**src/rtl/gate_ctl.sv**
```systemverilog
// Sliding gate sequencer: arbitrates two players' open requests and steps
// the gate through CLOSED -> OPENING -> OPEN -> CLOSING once per frame
// strobe. Closing pauses or is refused while a player stands in the span.
module gate_ctl #(
    parameter int GATE_X_MIN  = 310,
    parameter int GATE_X_MAX  = 450,
    parameter int GATE_H      = 120,
    parameter int SLIDE_STEP  = 4,
    parameter int HOLD_FRAMES = 120
) (
    input  logic        clk,
    input  logic        rst,
    input  logic        v_tick,
    input  logic        btn_p1,
    input  logic        btn_p2,
    input  logic [11:0] xpos_p1,
    input  logic [11:0] xpos_p2,
    output logic        gate_open,
    output logic [11:0] gate_height,
    output logic [1:0]  gate_state,
    output logic [1:0]  gate_owner,
    output logic [15:0] hold_cnt
);

    typedef enum logic [1:0] {
        ST_CLOSED  = 2'b00,
        ST_OPENING = 2'b01,
        ST_OPEN    = 2'b10,
        ST_CLOSING = 2'b11
    } state_t;

    localparam logic [11:0] X_MIN     = 12'(GATE_X_MIN);
    localparam logic [11:0] X_MAX     = 12'(GATE_X_MAX);
    localparam logic [11:0] H_FULL    = 12'(GATE_H);
    localparam logic [12:0] H_FULL13  = 13'(GATE_H);
    localparam logic [11:0] STEP      = 12'(SLIDE_STEP);
    localparam logic [15:0] HOLD_LOAD = 16'(HOLD_FRAMES);

    state_t      state_q, state_d;
    logic        v_tick_d_q;
    logic        gate_open_q, gate_open_d;
    logic [11:0] height_q, height_d;
    logic [1:0]  owner_q, owner_d;
    logic [15:0] hold_q, hold_d;

    logic        strobe;
    logic        req;
    logic        occ;
    logic [12:0] rise_sum;
    logic [11:0] rise_sat;
    logic [11:0] fall_sat;

    // Frame strobe, request and span occupancy seen on this clock.
    always_comb begin
        strobe   = v_tick & ~v_tick_d_q;
        req      = btn_p1 | btn_p2;
        occ      = ((xpos_p1 >= X_MIN) && (xpos_p1 <= X_MAX)) ||
                   ((xpos_p2 >= X_MIN) && (xpos_p2 <= X_MAX));
        // 13-bit sum so a step near the top of the 12-bit range cannot wrap.
        rise_sum = {1'b0, height_q} + {1'b0, STEP};
        rise_sat = (rise_sum >= H_FULL13) ? H_FULL : rise_sum[11:0];
        fall_sat = (height_q > STEP) ? (height_q - STEP) : 12'd0;
    end

    // Next-state and datapath; everything except the edge detector holds
    // between frame strobes.
    always_comb begin
        state_d     = state_q;
        height_d    = height_q;
        owner_d     = owner_q;
        hold_d      = hold_q;
        gate_open_d = gate_open_q;
        if (strobe) begin
            if (req) begin
                owner_d = {btn_p2, btn_p1};
            end
            case (state_q)
                ST_CLOSED: begin
                    height_d = 12'd0;
                    if (req) begin
                        state_d = ST_OPENING;
                    end
                end
                ST_OPENING: begin
                    height_d = rise_sat;
                    if (rise_sat == H_FULL) begin
                        state_d = ST_OPEN;
                        hold_d  = HOLD_LOAD;
                    end
                end
                ST_OPEN: begin
                    height_d = H_FULL;
                    if (req) begin
                        hold_d = HOLD_LOAD;
                    end else if (hold_q != 16'd0) begin
                        hold_d = hold_q - 16'd1;
                    end else if (!occ) begin
                        state_d = ST_CLOSING;
                    end
                end
                ST_CLOSING: begin
                    // A request reverses without moving; climbing resumes
                    // from the current height on the following strobe.
                    if (req) begin
                        state_d = ST_OPENING;
                    end else if (!occ) begin
                        height_d = fall_sat;
                        if (fall_sat == 12'd0) begin
                            state_d = ST_CLOSED;
                        end
                    end
                end
                default: begin
                    state_d  = ST_CLOSED;
                    height_d = 12'd0;
                end
            endcase
            gate_open_d = (state_d == ST_OPEN);
        end
    end

    // State and datapath registers.
    always_ff @(posedge clk or posedge rst) begin
        if (rst) begin
            state_q     <= ST_CLOSED;
            v_tick_d_q  <= 1'b0;
            gate_open_q <= 1'b0;
            height_q    <= 12'd0;
            owner_q     <= 2'b00;
            hold_q      <= 16'd0;
        end else begin
            state_q     <= state_d;
            v_tick_d_q  <= v_tick;
            gate_open_q <= gate_open_d;
            height_q    <= height_d;
            owner_q     <= owner_d;
            hold_q      <= hold_d;
        end
    end

    assign gate_open   = gate_open_q;
    assign gate_height = height_q;
    assign gate_state  = state_q;
    assign gate_owner  = owner_q;
    assign hold_cnt    = hold_q;

endmodule
```
**config.mk**
```make
export PLATFORM = sky130hd
export DESIGN_NAME = gate_ctl
export DESIGN_NICKNAME = d
export VERILOG_FILES = /design/src/rtl/gate_ctl.sv
export SDC_FILE = /design/constraint.sdc
export NUM_CORES = 1
export LEC_CHECK = 0
export BUFFER_PORTS_ARGS = -buffer_cell sky130_fd_sc_hd__buf_2
export CAP_MARGIN = 0
export CORE_UTILIZATION = 37
export CTS_CLUSTER_DIAMETER = 200
export CTS_CLUSTER_SIZE = 24
export DETAILED_ROUTE_END_ITERATION = 8
export SYNTH_ARGS = -nofsm -noshare
export SYNTH_HDL_FRONTEND = slang
export SYNTH_SLANG_ARGS = --single-unit
```
**constraint.sdc**
```tcl
create_clock -name clk -period 3.5 [get_ports clk]
set_input_delay 0.525 -clock clk [delete_from_list [all_inputs] [get_ports clk]]
set_output_delay 0.525 -clock clk [all_outputs]
set_load 0.1 [all_outputs]
```
==> metrics.md, run 1 <==
| Metric | Value |
|---|---|
| Clk buf depth | 2 |
| Post-synth net total | 325 |
| Sink Count | 34 |
| Worst slew margin | 55.1% |
| Number of fill cells | 614 |
| Post-DRT Antenna Nets | 0 |
| First-pass GRT wire length | approximately 11 mm |
| CP max stage delay | 0.66 ns |
| Pwr per Cell Area | 866 mW/mm² |
| Inserted Clock Buffers | 5 |
| Worst endpoint required time | 3.67 ns |
| Tcrit/Tclk final | between 80% and 90% |
| WL/cell | 14.4 µm |
| Clk_lat worst skew | 0.28 ns |
| Overall Power | between 0.002 and 0.003 W |
| RD Place Congestion | 0.798 |
| Seq/Total Area, Yosys | between 30% and 40% |
| P_int | 0.00115 W |
| Initial antenna violation count | 0 |
| VDD IR max | 0.267 mV |
| Setup bufs post-CTS | 0 |
| Total number of vias | 2375 |
| Detailed Place HPWL | approximately 4.4 mm |
| Drt pass-1 iters | 6 |
| Overflow after GRT | 0 |
| Slowest-stage cell, CP | dfrtp_1 |
| Post-synth top flop | dfrtp_1 |
| Remaining DRCs | 4 |
| Skew final | about 0.0033 ns |
| Core ar. | between 0.006 and 0.007 mm² |
| Setup CP Type | flop to flop |
| Worst-path clk slew | 0.07 ns |
| CP arrival | 3.14 ns |
| Asr flop ratio synth | 100% |
| Max Fclk | 337 MHz |
| Post-synth cell types | 68 |
| Pleak | 1.40 nW |
| Worst-margin pin slew | 0.667 ns |
| Fin Hold WS | 0.329 ns |
| Reg power frac | 25.2% |
| N_diodes | 0 |
| RSZ-0062 raised after global routing | false |
| Combinational Power Share | about 60% |
| Port Buf Inserts | 61 |
| Critical path startpoint category | flop |
| Min-delay worst type | input pin to asynchronous set/reset pin |
| Max_cap viols | 0 |
| Max Slew Vio Count | 0 |
| Number of synthesized flops with an enable pin | 0 |
| Vias in the first global route | 2217 |
| TritonCTS clock tree | done |
| Die Area | 0.00706 mm² |
| Initial drt markers | 103 |
| Cell Chain, Critical Path | ha_1 > a21oi_1 > a2111oi_2 > and3b_1 > a211oi_4 > nand3_1 > o41ai_1 |
| CTS HTree Levels | 2 |
| Gate Count Post-Synth | 287 |
| Row cnt | 29 |
| Outcome | finished with violations |
| Number of vias per cell | 5.63 |
| Die H | roughly 84 µm |
| Sw Pwr | about 0.0014 W |
| Layout area overhead | 18.1% |
| # IOs | 62 |
| Setup TNS | 0 ns |
| CTS Root Cell | clkbuf_8 |
| Gr usage total | 18.2% |
| Starting Density | 38.7% |
| Post-synthesis cell area | 0.00249 mm² |
| Sw Share | 54.8% |
| Worst Path Max Fanout | 15 |
| #FFs+latches synth | 34 |
| # hold bufs at CTS | 0 |
| Post-Route WL | 6.08 mm |
| Final min period | between 2 and 3 ns |
| Die Span X | 84.0 µm |
| Final hold violation count | 0 |
| Syn avg cell area | between 8 and 9 µm² |
| Synth Warn # | 0 |
| Clock power share | 14.7% |
| Final net count | 383 |
| Layout cells sized above 1 | 26.1% |
| Final Setup Violations | 0 |
| Post-CTS sizing | 0 |
| Failing checks | design-rule violations |
| CP Capture Type | flop |
| Pin count of the biggest net entering global routing | 35 |
==> cells in the mapped netlist, types with 2 or more instances <==
cell type	number	share of area, %
o41ai_1	2	0.70
clkbuf_1	4	0.60
a21oi_1	18	3.6
nand2_1	31	4.7
a21boi_0	4	1.2
buf_4	2	0.60
nand3_1	10	2.0
nand2b_1	5	1.3
o31ai_1	6	1.8
o2bb2ai_1	2	0.70
a22o_1	5	1.8
nor2_1	26	3.9
a221o_1	3	1.2
xor2_1	3	1.1
a21o_1	2	0.60
a211o_1	2	0.70
o41ai_2	3	2.0
dfrtp_1	34	34
nor4_1	8	2.0
mux2i_1	4	1.6
a211oi_1	2	0.60
or3_1	5	1.3
buf_6	2	0.90
a31oi_1	2	0.50
xnor2_1	3	1.1
nor3_1	10	2.0
ha_1	9	4.5
nand4_1	2	0.50
o21ai_0	24	4.8
or2_2	2	0.50
and2_1	2	0.50
inv_1	12	1.8
buf_2	3	0.60
==> power by group through the flow <==
stage / clock network, W / logic (W) / registers [W]
global placement: 0 / 0.00152 / 0.000647
CTS: 0.000389 / 0.00153 / 0.000640
finish: 0.000374 / 0.00153 / 0.000641
global route: 0.000399 / 0.00165 / 0.000660
detailed placement: 0 / 0.00152 / 0.000647
floorplan: 0 / 0.000863 / 0.00107
==> registers in the layout, summed over array words and instances, names as in the netlist <==
register,flops
gate_owner,2
v_tick_d_q,1
gate_open,1
hold_cnt,16
gate_height,12
gate_state,2
==> through the flow <==
stage	setup slack [ns]	util, %	std cells	area (µm²)
after global routing	0.271	45.8	422	2940
after CTS	0.577	45.8	422	2940
after floorplan	0.212	-	287	2490
final	0.534	45.8	422	2940
after global placement	0.690	44.0	415	2830
after detailed placement	0.587	44.0	415	2830
==> metal layers <==
metal | GRT usage (%) | up-vias | share of wire (%)
li1 | - | 1184 | -
met1 | 24.6 | 1135 | 48
met2 | 29.8 | 47 | 48
met3 | 2.77 | 9 | 2.6
met4 | 5.64 | 0 | 1.3
met5 | 0 | - | 0
==> layout by cell type (no fill, tap or decap), types with 8 or more instances in the layout <==
master   count
buf_2       61
dfrtp_1     34
nand2_1     31
nor2_1      26
o21ai_0     24
a21oi_1     18
inv_1       12
nand3_1     10
nor3_1      10
ha_1         9
nor4_1       8
==> kinds of logic (layout without fill, tap and decap cells) <==
family / after synthesis / count (layout) / synth area share [%]
flops: 34 / 34 / 34.2
xor+xnor: 6 / 6 / 2.11
simple gates: 117 / 117 / 24.8
mux: 4 / 4 / 1.61
buf+inv: 25 / 83 / 5.28
fa+ha+maj: 9 / 9 / 4.52
compound gates: 92 / 92 / 27.5
==> layout make-up <==
cell class	count	area, µm²	share of cell area, %
Timing Repair Buffer	64	328	11.2
Inverter	12	45.0	1.53
Clock inverter	1	30.0	1.02
Sequential cell	34	851	28.9
Tap cell	77	96.3	3.28
Multi-Input combinational cell	228	1510	51.3
Clock buffer	6	82.6	2.81
==> final timing paths <==
path / to / cells past startpoint / slack (ns) / startpoint
worst min register to register: gate_owner[1]$_DFFE_PP0P_ / 2 / 0.47 / gate_owner[1]$_DFFE_PP0P_
worst max register to register: hold_cnt[8]$_DFFE_PP0P_ / 7 / 0.53 / gate_height[2]$_DFFE_PP0P_
worst max-delay path: hold_cnt[8]$_DFFE_PP0P_ / 7 / 0.53 / gate_height[2]$_DFFE_PP0P_
max in group asynchronous: gate_owner[0]$_DFFE_PP0P_ / 3 / 2.86 / rst
min in group clk: v_tick_d_q$_DFF_PP0_ / 1 / 0.38 / v_tick
worst min-delay path: gate_height[1]$_DFFE_PP0P_ / 3 / 0.33 / rst
==> worst max-delay path, delay by kind of cell (launching register included) <==
family | cells | cell delay (ns)
adders and majority gates | 1 | 0.42
AOI/OAI and AO/OA | 4 | 1.26
DFF | 1 | 0.66
and+or+nand+nor | 2 | 0.51
Power figures use the tool's default switching activity.
==> run 2, diff against run 1 <==
Clock period 3.5 ns to 2.91 ns, I/O delays scaled along.
==> run 2 against run 1 <==
  * The flow still finishes with violations (design-rule violations)
  * Cell count is 2.6% higher
  * First-iteration DRC count increased by 11%
  * Combinational power up 27%
  * Global-route usage rose by 0.87 points
  * Maximum frequency rose by 11%
  * Worst setup slack worse by 0.29 ns
  * Sequential share of layout area decreased by 0.39 points
  * Register-to-register slack worse by 0.29 ns
  * Core utilization grew 0.97 points
  * Via count rose by 0.21%
  * Critical path depth up 1
  * Critical path type unchanged
  * Largest power group unchanged
==> metrics.md, run 2 (synthesis results as in run 1) <==
| Metric | Value |
|---|---|
| Setup TNS | 0 ns (unchanged) |
| Die Span X | 84.0 µm (unchanged) |
| Drt pass-1 iters | 6 (unchanged) |
| Post-DRT Antenna Nets | 0 (unchanged) |
| First-pass GRT wire length | 10.8 mm (+2.8%) |
| Tcrit/Tclk final | 91.6% (+6.8 points) |
| Post-Route WL | 6.40 mm (+5.3%) |
| Fin Hold WS | 0.282 ns (-0.0471 ns) |
| Final std cells w/o fill | 433 (+2.6%) |
| Post-DP Area | 0.00289 mm² (+2.3%) |
| Top layer in use | met4 |
| Gr usage total | 19.1% (+0.87 points) |
| Reg area | 857 µm² (+0.74%) |
| Commonest non-fill, non-tap cells in the layout | 61 x buf_2, 31 x nand2_1, 31 x dfrtp_1 |
| Total number of vias | 2380 (+0.21%) |
| Row cnt | 29 (unchanged) |
| Remaining DRCs | 2 (-2) |
| Final net count | 394 (+2.9%) |
| Critical path startpoint category | flop |
| RSZ-0062 raised after global routing | false |
| CP max stage delay | 0.58 ns (-0.08 ns) |
| RD Place Congestion | 0.815 (+2.1%) |
| Commonest non-fill, non-tap cell in the layout | buf_2 |
| Worst endpoint required time | 3.08 ns (-0.59 ns) |
| Met3 wire length | 252 µm (+62%) |
| TritonCTS clock tree | done |
| Worst Path Max Fanout | 12 (-3) |
| Clk buf depth | 2 (unchanged) |
| Starting Density | 38.7% (unchanged) |
| Cells after DPL | 423 (+1.9%) |
| N_diodes | 0 (unchanged) |
| Post-CTS sizing | 0 (unchanged) |
| Core ar. | 0.00642 mm² (unchanged) |
| Skew final | 0.00623 ns (+0.00291 ns) |
| Final setup margin | 0.245 ns (-0.289 ns) |
| Design Area, Final | 0.00300 mm² (+2.1%) |
| Initial antenna violation count | 0 (unchanged) |
| Setup bufs post-CTS | 0 (unchanged) |
| # IOs | 62 (unchanged) |
| Layout area overhead | 20.6% |
| Clk_lat worst skew | 0.29 ns (about the same) |
| Pwr per Cell Area | 1010 mW/mm² (+17%) |
| # hold bufs at CTS | 0 (unchanged) |
| Worst path bufs/invs | 0 (unchanged) |
| Footprint of the multi-input gates | 0.00151 mm² (unchanged) |
| Initial drt markers | 114 (+11%) |
| Met2 WL | 2.94 mm (+1.5%) |
| Slowest-stage cell, CP | a2111o_4 |
| Setup CP Type | flop to flop |
| Max Fclk | 375 MHz (+11%) |
| Number of fill cells | 648 (+5.5%) |
| CTS Root Cell | clkbuf_8 |
| Max_cap viols | 0 (unchanged) |
| Max reg flops | 16 (unchanged) |
| Vias in the first global route | 2272 (+2.5%) |
| Inserted Clock Buffers | 5 (unchanged) |
| Port Buf Inserts | 61 (unchanged) |
| Detailed Place HPWL | 4.64 mm (+5.8%) |
| Die Area | 0.00706 mm² (unchanged) |
| Worst slew margin | 47.2% (-8.0 points) |
| CP arrival | 2.83 ns (-0.31 ns) |
| Die H | 84.0 µm (unchanged) |
| Overflow after GRT | 0 (unchanged) |
| Pin count of the biggest net entering global routing | 21 (-40%) |
| Post-Place Worst Slack | 0.206 ns (-0.381 ns) |
| Failing checks | design-rule violations |
| CTS HTree Levels | 2 (unchanged) |
| Number of vias per cell | 5.50 (-2.3%) |
| Crit. Startpoint | gate_height[3]$_DFFE_PP0P_ |
| Final Setup Violations | 0 (unchanged) |
| Final min period | 2.67 ns (-0.301 ns) |
| Cell Chain, Critical Path | ha_1 > nor2_1 > mux2i_1 > a2111oi_2 > and3b_1 > a2111o_4 > o41ai_2 > o21ai_1 |
| Min-delay worst type | input pin to asynchronous set/reset pin |
| Worst-path clk slew | 0.07 ns (about the same) |
| Worst-margin pin slew | 0.791 ns (+0.125 ns) |
| Sink Count | 34 (unchanged) |
| Layout cells sized above 1 | 28.9% (+2.8 points) |
| Delay-heaviest family, CP | compound AO/OA/AOI/OAI gates |
| Max Slew Vio Count | 0 (unchanged) |
| Final hold violation count | 0 (unchanged) |
| FF-to-FF Start | gate_height[3]$_DFFE_PP0P_ |
| Met1 Routed Length | 3.10 mm (+5.4%) |
| Outcome | finished with violations |
| CP Capture Type | flop |
| VDD IR max | 0.436 mV (+63%) |
| WL/cell | 14.8 µm (+2.6%) |
| Pleak | 1.43 nW (+2.6%) |
-- run 2: worst paths after layout --
kind | depth (start not counted) | slack (ns) | endpoint
max | 8 | 0.24 | hold_cnt[5]$_DFFE_PP0P_
min | 2 | 0.28 | gate_height[0]$_DFFE_PP0P_
max reg2reg | 8 | 0.24 | hold_cnt[5]$_DFFE_PP0P_
min reg2reg | 2 | 0.47 | gate_owner[0]$_DFFE_PP0P_
max in group asynchronous | 3 | 1.99 | hold_cnt[3]$_DFFE_PP0P_
min in group clk | 1 | 0.29 | v_tick_d_q$_DFF_PP0_
-- run 2: final cells by class --
| cell class | instances | area share [%] |
|---|---|---|
| repair buffers | 75 | 13.7 |
| well taps | 77 | 3.21 |
| clock buffers | 7 | 2.88 |
| inverters | 12 | 1.50 |
| flip-flops and latches | 34 | 28.6 |
| multi-input cells | 228 | 50.2 |
-- run 2: where the power goes --
part           leakage (nW)  total [W]  switching (W)  internal, W
Clock                0.0443   0.000365       0.000177     0.000188
Sequential            0.440   0.000746       0.000184     0.000562
Combinational         0.950    0.00194        0.00134     0.000598
-- run 2: stage by stage --
stage / utilization, % / total power, W
floorplan: - / 0.00233
global placement: 45.0 / 0.00265
detailed placement: 45.0 / 0.00266
CTS: 46.4 / 0.00304
global route: 46.7 / 0.00325
finish: 46.7 / 0.00305
-- run 2: worst register-to-register path, delay by kind of cell, from the launching register on --
kind / cells / cell delay (ns)
muxes: 1 / 0.09
and+or+nand+nor: 2 / 0.41
AOI/OAI and AO/OA: 4 / 1.23
adders and majority gates: 1 / 0.32
DFF: 1 / 0.51
-- run 2: per-layer routing --
layer  track usage [%]  vias up
met5                 0        -
met4              7.68        0
met3              3.56       12
met2              30.5       55
met1              25.3     1112
li1                  -     1201
==> run 3, diff against run 2 <==
Settings changed: BUFFER_PORTS_ARGS -buffer_cell sky130_fd_sc_hd__buf_2 to unset, DONT_BUFFER_PORTS set to 1.
==> run 3 against run 2 <==
  * The flow still finishes with violations (design-rule violations)
  * Critical path type unchanged
  * Design area down 3.1%
  * Non-clock buffer count down 34
  * Register-to-register slack better by 0.04 ns
  * Clock-buffer cell count down 1
  * Largest power group unchanged
  * Largest cell class unchanged
  * Worst setup slack better by 0.038 ns
  * Die area unchanged
  * Sequential cell count unchanged
  * Via count down 3.4%
  * Hold slack worse by 0.15 ns
  * Total power up 0.82%
  * Clock power up 2%
  * Combinational power about the same
==> metrics.md, run 3 (synthesis results as in run 1) <==
| Metric | Value |
|---|---|
| Clk buf depth | 2 (unchanged) |
| Row cnt | 29 (unchanged) |
| Final net count | 360 (-8.6%) |
| CP arrival | 2.80 ns (-0.03 ns) |
| Fin Hold WS | 0.133 ns (-0.149 ns) |
| Pin count of the biggest net entering global routing | 19 (-9.5%) |
| CTS Root Cell | clkbuf_8 |
| Final Setup Violations | 0 (unchanged) |
| # IOs | 62 (unchanged) |
| Cell Chain, Critical Path | ha_1 > nor2b_4 > mux2i_1 > a2111oi_2 > and3b_1 > a2111o_4 > o41ai_2 > o21ai_1 |
| CP max stage delay | 0.59 ns (about the same) |
| Max Fclk | 381 MHz (+1.4%) |
| RSZ-0062 raised after global routing | false |
| Initial antenna violation count | 0 (unchanged) |
| Critical path startpoint category | flop |
| Skew final | 0.00779 ns (+0.00156 ns) |
| Max reg flops | 16 (unchanged) |
| Final min period | 2.63 ns (-0.0379 ns) |
| Min-delay worst type | input pin to asynchronous set/reset pin |
| Failing checks | design-rule violations |
| Commonest non-fill, non-tap cell in the layout | buf_4 |
| Post-Route Utilization | 45.3% (-1.5 points) |
| Gr usage total | 19.0% (-0.10 points) |
| Setup bufs post-CTS | 0 (unchanged) |
| Detailed Place HPWL | 4.81 mm (+3.5%) |
| Port Buf Inserts | 0 (-100%) |
| # hold bufs at CTS | 0 (unchanged) |
| Post-DRT Antenna Nets | 0 (unchanged) |
| Tcrit/Tclk final | 90.3% (-1.3 points) |
| Max_cap viols | 0 (unchanged) |
| VDD IR max | 0.452 mV (+3.8%) |
| Critical Path Sink | hold_cnt[5]$_DFFE_PP0P_ |
| Initial drt markers | 119 (+4.4%) |
| Post-CTS sizing | 0 (unchanged) |
| Pwr per Cell Area | 1060 mW/mm² (+4.1%) |
| Post-Route WL | 6.33 mm (-1.2%) |
| Number of vias per cell | 5.75 (+4.5%) |
| Number of fill cells | 646 (-0.31%) |
| Overflow after GRT | 0 (unchanged) |
| Core ar. | 0.00642 mm² (unchanged) |
| Worst slew margin | 39.3% (-7.9 points) |
| Commonest non-fill, non-tap cells in the layout | 41 x buf_4, 31 x nand2_1, 31 x dfrtp_1 |
| Overall Power | 0.00307 W (+0.82%) |
| Crit. Startpoint | gate_height[2]$_DFFE_PP0P_ |
| Sink Count | 34 (unchanged) |
| Inserted Clock Buffers | 5 (unchanged) |
| WL/cell | 15.8 µm (+7.0%) |
| CTS HTree Levels | 2 (unchanged) |
| Remaining DRCs | 2 (unchanged) |
| Design Area, Final | 0.00291 mm² (-3.1%) |
| Clk_lat worst skew | 0.29 ns (about the same) |
| Worst R2R End | hold_cnt[5]$_DFFE_PP0P_ |
| Layout cells sized above 1 | 22.0% (-7.0 points) |
| Setup CP Type | flop to flop |
| Max Slew Vio Count | 0 (unchanged) |
| Die Span X | 84.0 µm (unchanged) |
| Die H | 84.0 µm (unchanged) |
| Pleak | 1.30 nW (-9.1%) |
| Starting Density | 38.7% (unchanged) |
| TritonCTS clock tree | done |
| Layout area overhead | 16.8% |
| Outcome | finished with violations |
| R2r setup slk | 0.28 ns (+0.04 ns) |
| FF-to-FF Start | gate_height[2]$_DFFE_PP0P_ |
| Reg2Reg Depth | 8 (unchanged) |
| Slowest-stage cell, CP | a2111o_4 |
| Final hold violation count | 0 (unchanged) |
| Worst Path Max Fanout | 9 (-3) |
| Worst endpoint required time | 3.08 ns (about the same) |
| Drt pass-1 iters | 6 (unchanged) |
| Worst-path clk slew | 0.07 ns (about the same) |
| Setup TNS | 0 ns (unchanged) |
| N_diodes | 0 (unchanged) |
| Total number of vias | 2298 (-3.4%) |
| Post-DP Area | 0.00281 mm² (-2.8%) |
| Vias in the first global route | 2179 (-4.1%) |
| Die Area | 0.00706 mm² (unchanged) |
| Worst-margin pin slew | 0.911 ns (+0.120 ns) |
| CP Capture Type | flop |
| First-pass GRT wire length | 10.7 mm (-1.4%) |
| RD Place Congestion | 0.810 (-0.65%) |
[run 3: routing by layer]
layer	vias up	GRT usage, %	routed length, µm
met5	-	0	0
met4	0	6.58	123
met3	11	3.86	297
met2	58	29.8	2980
met1	1100	25.8	2930
li1	1129	-	-
[run 3: layout make-up]
type / count / area (µm²) / area share [%]
clock inverters: 2 / 12.5 / 0.430
repair buffers: 41 / 308 / 10.6
well taps: 77 / 96.3 / 3.31
flip-flops and latches: 34 / 857 / 29.5
clock buffers: 6 / 82.6 / 2.84
multi-input cells: 228 / 1510 / 51.8
inverters: 12 / 45.0 / 1.55
[run 3: worst min path at each step]
stage / end / slack [ns] / cells past startpoint
floorplan: v_tick_d_q$_DFF_PP0_ / 0.47 / 0
finish: gate_open$_DFFE_PP0P_ / 0.13 / 1
global placement: gate_height[4]$_DFFE_PP0P_ / 0.47 / 1
detailed placement: v_tick_d_q$_DFF_PP0_ / 0.47 / 0
CTS: v_tick_d_q$_DFF_PP0_ / 0.16 / 0
global route: v_tick_d_q$_DFF_PP0_ / 0.15 / 0
[run 3: critical path, delay by kind of cell, from the launching register on]
| kind | cells | cell delay (ns) |
|---|---|---|
| and+or+nand+nor | 2 | 0.42 |
| AOI/OAI and AO/OA | 4 | 1.23 |
| DFF | 1 | 0.47 |
| adders and majority gates | 1 | 0.30 |
| muxes | 1 | 0.08 |
[run 3: metrics by stage]
| stage | worst slack, ns | cells |
|---|---|---|
| 4_1_cts | 0.283 | 400 |
| 2_1_floorplan | 0.0133 | 287 |
| 3_5_place_dp | 0.280 | 392 |
| 6_report | 0.283 | 400 |
| 3_3_place_gp | 0.347 | 392 |
| 5_1_grt | 0.133 | 400 |
[run 3: report_power, final]
group | internal, W | switching [W] | total (W)
registers | 0.000561 | 0.000180 | 0.000742
clock network | 0.000190 | 0.000181 | 0.000371
logic | 0.000623 | 0.00134 | 0.00196
